File: src/rtl/uart_sys_ctrl.sv
// uart_sys_ctrl: UART command sequencer driving register-file and ALU ports and returning results to the UART transmitter
module uart_sys_ctrl #(
    parameter int WIDTH      = 8,
    parameter int ADDR_WIDTH = 4
) (
    input  logic                  i_clk,
    input  logic                  i_rst,
    input  logic                  i_rx_valid,
    input  logic [WIDTH-1:0]      i_rx_data,
    output logic                  o_tx_valid,
    output logic [WIDTH-1:0]      o_tx_data,
    input  logic                  i_tx_busy,
    output logic                  o_rf_wr_en,
    output logic                  o_rf_rd_en,
    output logic [ADDR_WIDTH-1:0] o_rf_addr,
    output logic [WIDTH-1:0]      o_rf_wr_data,
    input  logic [WIDTH-1:0]      i_rf_rd_data,
    input  logic                  i_rf_rd_valid,
    output logic                  o_alu_en,
    output logic [3:0]            o_alu_fun,
    input  logic [2*WIDTH-1:0]    i_alu_out,
    input  logic                  i_alu_valid,
    output logic                  o_cmd_err
);
    localparam logic [3:0] S_IDLE       = 4'd0;
    localparam logic [3:0] S_WR_ADDR    = 4'd1;
    localparam logic [3:0] S_WR_DATA    = 4'd2;
    localparam logic [3:0] S_RD_ADDR    = 4'd3;
    localparam logic [3:0] S_RD_WAIT    = 4'd4;
    localparam logic [3:0] S_OPA        = 4'd5;
    localparam logic [3:0] S_OPB        = 4'd6;
    localparam logic [3:0] S_FUN        = 4'd7;
    localparam logic [3:0] S_ALU_WAIT   = 4'd8;
    localparam logic [3:0] S_TX_LOAD    = 4'd9;
    localparam logic [3:0] S_TX_WAIT_HI = 4'd10;
    localparam logic [3:0] S_TX_WAIT_LO = 4'd11;

    localparam logic [WIDTH-1:0] CMD_WR  = WIDTH'(8'hAA);
    localparam logic [WIDTH-1:0] CMD_RD  = WIDTH'(8'hBB);
    localparam logic [WIDTH-1:0] CMD_OPS = WIDTH'(8'hCC);
    localparam logic [WIDTH-1:0] CMD_ALU = WIDTH'(8'hDD);

    logic [3:0]            state_q, state_d;
    logic [2*WIDTH-1:0]    tx_buf_q, tx_buf_d;
    logic [1:0]            cnt_q, cnt_d;
    logic                  tx_valid_q, tx_valid_d;
    logic [WIDTH-1:0]      tx_data_q, tx_data_d;
    logic                  rf_wr_en_q, rf_wr_en_d;
    logic                  rf_rd_en_q, rf_rd_en_d;
    logic [ADDR_WIDTH-1:0] rf_addr_q, rf_addr_d;
    logic [WIDTH-1:0]      rf_wr_data_q, rf_wr_data_d;
    logic                  alu_en_q, alu_en_d;
    logic [3:0]            alu_fun_q, alu_fun_d;
    logic                  cmd_err_q, cmd_err_d;
    logic                  addr_bad;
    logic                  busy_state;

    assign addr_bad   = (i_rx_data >> ADDR_WIDTH) != '0;
    assign busy_state = state_q inside {S_RD_WAIT, S_ALU_WAIT, S_TX_LOAD, S_TX_WAIT_HI, S_TX_WAIT_LO};

    // Frame decode, request strobes and the byte-by-byte transmit handshake
    always_comb begin
        state_d      = state_q;
        tx_buf_d     = tx_buf_q;
        cnt_d        = cnt_q;
        tx_valid_d   = tx_valid_q;
        tx_data_d    = tx_data_q;
        rf_addr_d    = rf_addr_q;
        rf_wr_data_d = rf_wr_data_q;
        alu_fun_d    = alu_fun_q;
        rf_wr_en_d   = 1'b0;
        rf_rd_en_d   = 1'b0;
        alu_en_d     = 1'b0;
        cmd_err_d    = 1'b0;
        case (state_q)
            S_IDLE: if (i_rx_valid) begin
                state_d   = i_rx_data == CMD_WR  ? S_WR_ADDR :
                            i_rx_data == CMD_RD  ? S_RD_ADDR :
                            i_rx_data == CMD_OPS ? S_OPA     :
                            i_rx_data == CMD_ALU ? S_FUN     : S_IDLE;
                cmd_err_d = state_d == S_IDLE;
            end
            S_WR_ADDR, S_RD_ADDR: if (i_rx_valid) begin
                cmd_err_d  = addr_bad;
                rf_rd_en_d = !addr_bad && state_q == S_RD_ADDR;
                rf_addr_d  = addr_bad ? rf_addr_q : i_rx_data[ADDR_WIDTH-1:0];
                state_d    = addr_bad ? S_IDLE : state_q == S_RD_ADDR ? S_RD_WAIT : S_WR_DATA;
            end
            S_WR_DATA: if (i_rx_valid) begin
                rf_wr_en_d   = 1'b1;
                rf_wr_data_d = i_rx_data;
                state_d      = S_IDLE;
            end
            S_OPA, S_OPB: if (i_rx_valid) begin
                rf_wr_en_d   = 1'b1;
                rf_addr_d    = state_q == S_OPB ? ADDR_WIDTH'(1) : '0;
                rf_wr_data_d = i_rx_data;
                state_d      = state_q == S_OPB ? S_FUN : S_OPB;
            end
            S_FUN: if (i_rx_valid) begin
                alu_en_d  = 1'b1;
                alu_fun_d = i_rx_data[3:0];
                state_d   = S_ALU_WAIT;
            end
            S_RD_WAIT: if (i_rf_rd_valid) begin
                tx_buf_d = (2*WIDTH)'(i_rf_rd_data);
                cnt_d    = 2'd1;
                state_d  = S_TX_LOAD;
            end
            S_ALU_WAIT: if (i_alu_valid) begin
                tx_buf_d = i_alu_out;
                cnt_d    = 2'd2;
                state_d  = S_TX_LOAD;
            end
            S_TX_LOAD: if (!i_tx_busy) begin
                tx_data_d  = tx_buf_q[WIDTH-1:0];
                tx_valid_d = 1'b1;
                state_d    = S_TX_WAIT_HI;
            end
            S_TX_WAIT_HI: if (i_tx_busy) begin
                tx_valid_d = 1'b0;
                state_d    = S_TX_WAIT_LO;
            end
            S_TX_WAIT_LO: if (!i_tx_busy) begin
                cnt_d    = cnt_q - 2'd1;
                tx_buf_d = tx_buf_q >> WIDTH;
                state_d  = cnt_d != 2'd0 ? S_TX_LOAD : S_IDLE;
            end
            default: state_d = S_IDLE;
        endcase
        if (i_rx_valid && busy_state)
            cmd_err_d = 1'b1;
    end

    // State and registered outputs
    always_ff @(posedge i_clk) begin
        if (i_rst) begin
            state_q      <= S_IDLE;
            tx_buf_q     <= '0;
            cnt_q        <= '0;
            tx_valid_q   <= 1'b0;
            tx_data_q    <= '0;
            rf_wr_en_q   <= 1'b0;
            rf_rd_en_q   <= 1'b0;
            rf_addr_q    <= '0;
            rf_wr_data_q <= '0;
            alu_en_q     <= 1'b0;
            alu_fun_q    <= '0;
            cmd_err_q    <= 1'b0;
        end else begin
            state_q      <= state_d;
            tx_buf_q     <= tx_buf_d;
            cnt_q        <= cnt_d;
            tx_valid_q   <= tx_valid_d;
            tx_data_q    <= tx_data_d;
            rf_wr_en_q   <= rf_wr_en_d;
            rf_rd_en_q   <= rf_rd_en_d;
            rf_addr_q    <= rf_addr_d;
            rf_wr_data_q <= rf_wr_data_d;
            alu_en_q     <= alu_en_d;
            alu_fun_q    <= alu_fun_d;
            cmd_err_q    <= cmd_err_d;
        end
    end

    assign o_tx_valid   = tx_valid_q;
    assign o_tx_data    = tx_data_q;
    assign o_rf_wr_en   = rf_wr_en_q;
    assign o_rf_rd_en   = rf_rd_en_q;
    assign o_rf_addr    = rf_addr_q;
    assign o_rf_wr_data = rf_wr_data_q;
    assign o_alu_en     = alu_en_q;
    assign o_alu_fun    = alu_fun_q;
    assign o_cmd_err    = cmd_err_q;
endmodule
File: config.mk
export PLATFORM = sky130hd
export DESIGN_NAME = uart_sys_ctrl
export DESIGN_NICKNAME = d
export VERILOG_FILES = /design/src/rtl/uart_sys_ctrl.sv
export SDC_FILE = /design/constraint.sdc
export NUM_CORES = 1
export LEC_CHECK = 0
export CAP_MARGIN = 20
export CORE_ASPECT_RATIO = 0.6
export CORE_UTILIZATION = 57
export CTS_CLUSTER_DIAMETER = 100
export DETAILED_ROUTE_END_ITERATION = 10
export DONT_BUFFER_PORTS = 1
export MAX_ROUTING_LAYER = met4
export PLACE_DENSITY = 0.78
export SLEW_MARGIN = 25
export SYNTH_ARGS = -nofsm -noshare
export SYNTH_HDL_FRONTEND = slang
export SYNTH_SLANG_ARGS = --single-unit
File: constraint.sdc
create_clock -name i_clk -period 1.65 [get_ports i_clk]
set_input_delay 0.4125 -clock i_clk [delete_from_list [all_inputs] [get_ports i_clk]]
set_output_delay 0.4125 -clock i_clk [all_outputs]
set_load 0.02 [all_outputs]
==> results list <==
- After layout, the worst setup slack is 0.0233 ns.
* Top cell family by delay on the critical path: simple AND/OR/NAND/NOR gates
- Starting DRT DRC Count: roughly 230
- Of the cells placed in the final design, the portion with a size suffix greater than 1 is 0.220.
- For this block, the via count after detailed routing is 2555.
- Initial antenna violation count: 0
- The later pin in the worst-skew pair is clocked with a latency of 0.30 ns.
* Core area: between 4000 and 5000 sq um
- Endpoints failing setup: 0
* Antenna cells: 0
- TritonCTS Sinks: a little over 50
- The worst-case IR drop observed on VDD is 0.909 mV.
- The min-delay analysis places its worst path in the category input port to flip-flop.
- The area growth from synthesis to layout is 18.8%.
- For this configuration, the core starts out at a cell density of 0.621.
- Tmin final: between 1.5 and 2 ns
- After detailed routing, the average wire length per cell comes to 19.1 um.
- By area, the combinational part of the netlist is dominated by compound AO/OA/AOI/OAI gates.
- Of the total synthesized cell area, the portion taken by AND, OR, NAND and NOR gates is 0.214.
- In this run, distinct cell masters in the synthesized netlist total 58.
* Drc violations: 0
- The first TritonRoute pass finished after 5 iterations.
- Clock tree from TritonCTS: yes
- Sum of overflow across all layers after global routing: 0
- Including well taps, the total number of placed cells is roughly 380.
- Routability congestion estimate from global placement: roughly 1.0
- Across the routed clock network, the largest skew measured is ~0.010 ns.
- Count of input and output buffers: 0
- The wire-length estimate of the detail-placed layout is 5370 um.
* Sequential cell area fraction in the yosys report: 0.382
* Final cell utilization of the core: 0.738
* Total Power Consumption: roughly 3.2 mW
- The largest total area in the synthesized netlist belongs to dfxtp_1.
- The floorplan step defined a die boundary enclosing around 5000 sq um.
- Number of top-level pins: between 60 and 70
* Number of instances in the synthesized netlist: around 320
- The floorplan has 18 rows.
* Count of fill cells added during filler insertion: 341
* Final period util: 0.986
* Maximum capacitance violations: 0
- Of the total synthesized cell area, the portion taken by XOR and XNOR cells is 0.00983.
* Final Non-Filler Cells: 396
- Maximum count of clock buffers along a single path: 2
- Of the total synthesized cell area, the portion taken by full adders, half adders and majority gates is 0.00468.
- Highest achievable clock rate: 0.615 GHz
- Setup repair after global routing missed its margin: yes
* Minimum setup slack after placement: -0.0485 ns
* Startpoint kind of the worst setup timing path: flip-flop
- The detail route stage leaves a number of antenna-violating nets equal to 0.
* Global-route wire length before repair: roughly 11000 um
* Data required, critical path: 1.88 ns
- Hold_sp: i_rst
- Maximum number of pins on one net before global-route repair: 47
* Worst hold slack: around 0.17 ns
- After clock tree synthesis, the clock-pin slew on the worst setup and hold paths is 0.10 ns.
- The number of nets in the synthesized netlist is around 350.
- At the pin with the least slew margin, the transition time is 0.488 ns.
- Each instance of the synthesized netlist takes up on average about 8.5 sq um.
- For hold timing, the worst endpoint is state_q[1].
- For this design the static power due to leakage is about 1.2 nW.
- By startpoint and endpoint, the worst setup path is classified as flip-flop to flip-flop.
- The die is 90.4 um wide.
- The worst setup path is captured at a flip-flop.
- Max-slew headroom: 0.666
* Leading cell types by total area after synthesis: dfxtp_1 38%, mux2i_1 7.5%, a21oi_1 5.1%
* Syn Std Cell Area: approximately 2700 sq um
- In this design, the stage delay of the slowest critical-path cell is ~0.52 ns.
- The number of global-route vias before repair came to between 2k and 2.5k.
- Compound-gate portion of the synthesized area: 0.259
* Maximum fanout along the worst path: 9
- For this design the ratio of total power to cell area is 1010 nW/um^2.
- For this design, the slowest cell found on the critical path is or4_4.
- Across the whole layout, storage elements account for 1030 sq um.
* Buffering stage count on the worst path with inverters included: 1
- Number of max-slew violations in the final report: 0
- After the last flow step, the layout net total stands at around 370.
- Number of cells on the worst hold path: 1
- In this run, synthesis inferred 0 flip-flops with an integrated enable.
- For this run, the total global-route usage over all layers was measured as 0.312.
- Proportion of register bits with asynchronous set or reset after synthesis: 0
- After synthesis, the share of cell area in mux cells is 0.0749.
* Hold-fix buffers at CTS: 0
- Leaving out fill and tap cells, the most frequent cell in the layout is dfxtp_1.
- The share of synthesized area in the top cell type comes to 0.382.
- In this run the vertical extent of the chip is 55.0 um.
- Number of synthesized register bits: 51
* Final Hold Viols: 0
- In the synthesized netlist the dominant register cell turns out to be dfxtp_1.
* Crit Reg-Reg Endpoint: cnt_q[1]
- Synthesis Warnings: 0
- The startpoint identified for the worst register-to-register timing path is state_q[2].
* Register-to-register setup slack: between 0.02 and 0.025 ns
- Routed vias/inst: roughly 6.5
- The signal on the critical path passes through buf_4, nor3b_2, o21a_2, or4_4, a21oi_2.
* Post-detailed-routing wire length: 7560 um
* Multi-input gate area in the final layout: 1570 sq um
- Run status: complete, no violations
* Number of levels the H-tree was split into: 2
- The library cells used most frequently in the layout, excluding fill and tap cells, are 48 x dfxtp_1, 38 x buf_4, 26 x a21oi_1.
- Data arrival time of the critical path: around 1.9 ns
- CTS placed an instance of clkbuf_8 at the clock tree root.
* TritonCTS Buffers: 5
* Worst Reg-to-Reg Cells: 5
## metrics by stage
stage	area, sq um	TNS (ns)
floorplan	2680	0
global placement	2920	-0.316
detailed placement	2920	-0.140
CTS	3060	-0.0556
global route	3170	-0.0583
finish	3170	0
## worst max-delay path by stage
stage               startpoint           to  slack (ns)  cells after the start
CTS                 state_q[2]  tx_buf_q[2]       -0.02                      6
finish              state_q[2]     cnt_q[1]        0.02                      5
global placement    state_q[0]   state_q[1]       -0.06                      5
detailed placement  state_q[0]   state_q[1]       -0.05                      5
floorplan           state_q[0]  tx_buf_q[0]        0.01                      7
global route        state_q[2]     cnt_q[1]       -0.02                      5
## cell families (layout without fill, tap and decap cells)
group / Yosys count / in the layout
mux: 20 / 20
fa+ha+maj: 1 / 1
compound gates: 100 / 100
xor+xnor: 3 / 3
flops: 51 / 51
buf+inv: 34 / 55
simple gates: 106 / 106
## worst reg2reg max path: cells and delay by family, from the launching register on
kind                   cells  cell delay, ns
AOI/OAI and AO/OA          2            0.39
buffers and inverters      1            0.16
DFF                        1            0.32
and+or+nand+nor            2            0.70
## registers in the layout (all words and copies together), names as in the netlist
name / flops
o_rf_rd_en: 1
o_cmd_err: 1
o_tx_valid: 1
state_q: 4
o_rf_wr_en: 1
cnt_q: 2
o_alu_en: 1
o_alu_fun: 4
tx_buf_q: 16
o_rf_addr: 4
o_rf_wr_data: 8
o_tx_data: 8
## synth_stat cells (4+ instances only)
| library cell | count |
|---|---|
| dfxtp_1 | 51 |
| a21oi_1 | 27 |
| nor2_1 | 25 |
| nand2_1 | 21 |
| mux2i_1 | 20 |
| clkbuf_1 | 15 |
| o21ai_0 | 11 |
| buf_2 | 10 |
| nor2b_1 | 10 |
| a311oi_1 | 9 |
| nand3_1 | 9 |
| a221oi_1 | 8 |
| nand4_1 | 8 |
| a31o_1 | 7 |
| o21ai_1 | 6 |
| inv_1 | 5 |
| nand2b_1 | 4 |
| or4_1 | 4 |
## where the power goes
group / switching [mW] / internal (mW)
combinational: 0.439 / 0.392
sequential: 0.0746 / 1.29
clock: 0.420 / 0.605
## timing repair
action | CTS | global route
pin swaps | 0 | 6
setup buffers | 0 | 4
endpoints found under the setup margin | 13 | 30
gates resized for setup | 3 | 19
## layout make-up
type                    instances  area share
clock buffers                   5      0.0217
well taps                      60      0.0237
multi-input cells             230       0.495
clock inverters                 3      0.0213
inverters                       5     0.00591
repair buffers                 42       0.107
flip-flops and latches         51       0.325
## per-layer routing
| layer | routed length [um] | vias to the layer above | track usage |
|---|---|---|---|
| met1 | 3640 | 1205 | 0.465 |
| li1 | - | 1220 | - |
| met5 | 0 | - | - |
| met2 | 2920 | 126 | 0.402 |
| met3 | 979 | 4 | 0.107 |
| met4 | 25 | 0 | 0.0323 |
(Power assumes the default switching activity.)
==> RTL change 1 (config.mk and constraints unchanged) <==
The parameter `WIDTH` goes from 8 to 10.
--- a/src/rtl/uart_sys_ctrl.sv
+++ b/src/rtl/uart_sys_ctrl.sv
@@ -1,6 +1,6 @@
 // uart_sys_ctrl: UART command sequencer driving register-file and ALU ports and returning results to the UART transmitter
 module uart_sys_ctrl #(
-    parameter int WIDTH      = 8,
+    parameter int WIDTH      = 10,
     parameter int ADDR_WIDTH = 4
 ) (
     input  logic                  i_clk,
Ports: changed (5 resized); port bits go from 67 to 79. No check against the original RTL was run, so the function may have changed too.
==> RTL change 1 against the original RTL <==
  * The run now ends with setup timing left
  * Design area grew 11%
  * Sequential cell count grew 8
  * Utilization grew 1.3 points
  * Setup slack lost 0.10 ns
  * Die area grew 6.7%
  * Routed wire length grew 7.3%
  * Area after synthesis grew 6.9%
  * Non-clock buffer count grew 3
  * Worst hold slack lost 0.035 ns
  * Highest routed layer unchanged
Power is not compared: it rests on default switching activity, and its combinational part moved more than twofold at a synthesized area within 25%.
==> RTL change 1: results (changes against the original RTL) <==
| Metric | Value |
|---|---|
| Vias per cell | `6.41 (-0.69%)` |
| PostCTS Resize Cnt | `17 (+14)` |
| HPWL after detailed placement | `5120 um (-4.6%)` |
| Max FFs per register | `20 (+4)` |
| Post-Synthesis Cells | `316 (+0.32%)` |
| Slew headroom | `0.717 (+0.0505)` |
| Clock Latency Late Sink | `0.34 ns (+0.04 ns)` |
| Clock-pin slew on the worst setup and hold paths | `0.06 ns (-0.04 ns)` |
| GP Congestion | `0.927 (-8.3%)` |
| WL met3 | `968 um (-1.1%)` |
| GR Layer Usage met3 | `0.117 (+0.00997)` |
| CTS Buf Count | `9 (+4)` |
| Share of layout cells above drive strength 1 | `0.339 (+0.119)` |
| Met1 GRT Util | `0.434 (-0.0309)` |
| Final Non-Filler Cells | `417 (+5.3%)` |
| Htree depth | `3 (+1)` |
| Most frequent cells after synthesis | `dfxtp_1 (59), nand2_1 (41), nor2_1 (30)` |
| Largest net degree at the start of global routing | `58 (+23%)` |
| First-pass GRT wire length | `11900 um (+4.9%)` |
| Vias in the first global route | `2312 (+7.6%)` |
| CP arrival | `2.00 ns (+0.14 ns)` |
| Placed Instance Area | `3070 um2 (+5.1%)` |
| Max VDD drop | `about 460 uV` |
| Net count, final | `398 (+6.4%)` |
| Maximum clock path buffer count | `2 (unchanged)` |
| Pre-CTS setup slack | `-0.162 ns (-0.113 ns)` |
| Met1 WL | `3540 um (-2.8%)` |
| Root buf cell | `clkbuf_8` |
| Final TNS setup | `-0.293 ns (-0.293 ns)` |
| Filler Cell Count | `287 (-16%)` |
| DRT Wirelength | `8120 um (+7.3%)` |
| Status | `finished, violations left` |
| Ys Warns | `0 (unchanged)` |
| # setup viols final | `7 (+7)` |
| DRT iter0 DRCs | `269 (+19%)` |
| Met2 wire length | `3400 um (+17%)` |
| CP Max Fanout | `5 (-4)` |
| Final setup margin | `-0.0808 ns (-0.104 ns)` |
| FFs w/ async S/R, synth | `0 (unchanged)` |
| GRT Total Usage | `0.312 (about the same)` |
| Fin util | `0.751 (+0.0133)` |
| Post-placement cell count | `389 (+1.3%)` |
| Top post-synthesis cells by area | `dfxtp_1 (41%), nand2_1 (5.4%), a311oi_2 (5.3%)` |
| Post-synthesis sequential area ratio | `0.413 (+0.0315)` |
| Post-CTS setup repair buffer count | `9 (+9)` |
| Pre-antenna DRT Iters | `6 (+1)` |
| Clock skew | `0.00877 ns (-0.00145 ns)` |
| Failing checks | `setup timing` |
| Distinct cells, synth | `53 (-8.6%)` |
| GRT met2 Usage | `0.405 (+0.00343)` |
| Mapped Nets | `363 (+2.5%)` |
RTL change 1: cell count changes after synthesis, moves of 9 or more:
cell | unedited run | this run
nor2_2 | 0 | 10
nand2_1 | 21 | 41
nand3_1 | 9 | 24
a311oi_1 | 9 | 0
nor2b_1 | 10 | 1
a311oi_2 | 0 | 10
RTL change 1: layout make-up:
cell class,instances,share of cell area
Multi-Input combinational cell,233,0.478
Sequential cell,59,0.340
Timing Repair Buffer,45,0.112
Clock buffer,9,0.0352
Tap cell,63,0.0224
Clock inverter,5,0.00925
Inverter,3,0.00320
RTL change 1: path summary, 6_finish.rpt:
kind | end | slack, ns | cells past startpoint | startpoint
hold / removal | state_q[0] | 0.13 | 1 | i_rst
setup / recovery | state_q[1] | -0.08 | 7 | state_q[0]
hold reg to reg | tx_buf_q[12] | 0.46 | 2 | tx_buf_q[12]
setup reg to reg | state_q[1] | -0.08 | 7 | state_q[0]
RTL change 1: worst max-delay path, stage by stage, from the launching register on:
cell and delay, ns:
dfxtp_4 0.37, or2_4 0.28, buf_4 0.15, buf_4 0.15
nor3_4 0.17, nand4_1 0.13, o21ai_0 0.25, a32o_1 0.17
RTL change 1: cell families after synthesis:
| group | share of synthesized area |
|---|---|
| xor gates and xnor gates | 0.00307 |
| adders and majority gates | 0.00438 |
| AOI/OAI and AO/OA | 0.206 |
| muxes | 0.0565 |
| and+or+nand+nor | 0.265 |
| DFF | 0.413 |
| buffers and inverters | 0.0508 |
RTL change 1: power by group:
group          switching [mW]  total, mW  leakage [nW]  internal [mW]
sequential            0.00287       1.42         0.478           1.42
clock                   0.567       1.09        0.0730          0.520
combinational          0.0313     0.0604         0.684         0.0291
==> RTL change 2 (same settings) <==
Made on the original files. Register the output `o_alu_fun` once more, with the module's reset; this adds one clock of latency there. The other outputs are not delayed to match.
--- a/src/rtl/uart_sys_ctrl.sv
+++ b/src/rtl/uart_sys_ctrl.sv
@@ -170,6 +170,12 @@
     assign o_rf_addr    = rf_addr_q;
     assign o_rf_wr_data = rf_wr_data_q;
     assign o_alu_en     = alu_en_q;
-    assign o_alu_fun    = alu_fun_q;
+    always_ff @(posedge i_clk) begin
+        if (i_rst) begin
+            o_alu_fun <= '0;
+        end else begin
+            o_alu_fun <= alu_fun_q;
+        end
+    end
     assign o_cmd_err    = cmd_err_q;
 endmodule
Behaviour: not the same (Yosys sat finds a counterexample within 4 cycles, from zero or initial values and one cycle with i_rst high).
==> RTL change 2 against the original RTL <==
  * The flow now finishes with violations (setup timing)
  * Routed wire length fell by 1.6%
  * Setup slack worse by 0.082 ns
  * Global-route usage is 1.1 points lower
  * First-iteration DRC count rose by 21%
  * Area after synthesis is 1.5% lower
  * Sequential cell count is 4 higher
  * Design area increased by 0.12%
  * Largest cell class unchanged
  * Total power fell by 9.8%
  * Synthesized cell count rose by 6.3%
==> RTL change 2: results (changes against the original RTL) <==
| Metric | Value |
|---|---|
| LEAKAGE | `1.16 nW (-2.3%)` |
| WL met3 | `763 um (-22%)` |
| Vias in the first global route | `2110 (-1.8%)` |
| First-pass GRT wire length | `10800 um (-4.4%)` |
| GRT Total Usage | `0.301 (-0.0114)` |
| CP max-delay cell | `dfxtp_4` |
| Met2 wire length | `3240 um (+11%)` |
| Final TNS setup | `-0.115 ns (-0.115 ns)` |
| Top post-synthesis cells by area | `dfxtp_1 (42%), a21oi_1 (9.1%), nand2_1 (6.8%)` |
| Critical path's top delay family | `compound AO/OA/AOI/OAI gates` |
| DRT iter0 DRCs | `275 (+21%)` |
| Mapped Nets | `374 (+5.6%)` |
| Synth Area in XOR/XNOR | `0.00333 (-0.00650)` |
| DR WL/cell | `17.6 um (-7.7%)` |
| CP Max Fanout | `6 (-3)` |
| Status | `finished, violations left` |
| Compound-Gate Fraction of Synth Area | `0.198 (-0.0607)` |
| Met1 GRT Util | `0.428 (-0.0370)` |
| Failing checks | `setup timing` |
| Final setup margin | `-0.0584 ns (-0.0817 ns)` |
| Measured slew at the worst slew-check pin | `0.328 ns (-0.159 ns)` |
| # setup viols final | `3 (+3)` |
| Share of layout cells above drive strength 1 | `0.204 (-0.0158)` |
| Post-Synth Adder-Cell Area | `0.00475 (+0.0000712)` |
| Distinct cells, synth | `45 (-22%)` |
| Final Non-Filler Cells | `422 (+6.6%)` |
| GR Layer Usage met3 | `0.0764 (-0.0302)` |
| Vias per cell | `6.13 (-5.1%)` |
[RTL change 2: cell types whose count changed in the layout (fill, tap and decap cells not counted), moves of 7 or more]
cell | unedited run | this run
nand2_1 | 21 | 48
a21oi_1 | 26 | 47
nand3_1 | 9 | 21
inv_1 | 5 | 14
nor3_1 | 3 | 12
a221oi_1 | 8 | 0
o2111ai_1 | 0 | 8
a311oi_1 | 7 | 0
a31o_1 | 7 | 0
mux2i_1 | 20 | 13
o21ai_0 | 11 | 4
o22ai_1 | 1 | 8
[RTL change 2: timing repair]
action,4_1_cts,5_1_grt
cloned,0,2
setup buffers,1,2
pin swaps,5,3
gates resized for setup,15,19
endpoints found under the hold margin,0,0
endpoints found under the setup margin,24,30
[RTL change 2: layout make-up]
cell class              count  area share
well taps                  60      0.0236
repair buffers             43       0.109
clock inverters             2      0.0122
multi-input cells         242       0.465
clock buffers               6      0.0228
flip-flops and latches     55       0.351
inverters                  14      0.0165
[RTL change 2: path summary, 6_finish.rpt]
| kind | end | start | depth (start not counted) |
|---|---|---|---|
| max | state_q[0] | state_q[1] | 5 |
| min | o_tx_data[6] | i_rst | 1 |
| min reg2reg | cnt_q[1] | cnt_q[1] | 2 |
| max reg2reg | state_q[0] | state_q[1] | 5 |
[RTL change 2: metrics by stage]
| stage | setup slack (ns) | cell area, um2 | total power, mW |
|---|---|---|---|
| after global placement | -0.211 | 2910 | 1.92 |
| after CTS | 0.00818 | 3070 | 2.83 |
| final | -0.0584 | 3180 | 2.91 |
| after detailed placement | -0.219 | 2910 | 1.93 |
| after global routing | -0.111 | 3180 | 3.02 |
| after floorplan | -0.188 | 2640 | 1.76 |
[RTL change 2: power by group]
part           internal, mW  switching (mW)
registers              1.36          0.0553
logic                 0.271           0.307
clock network         0.459           0.450
total                  2.09           0.812
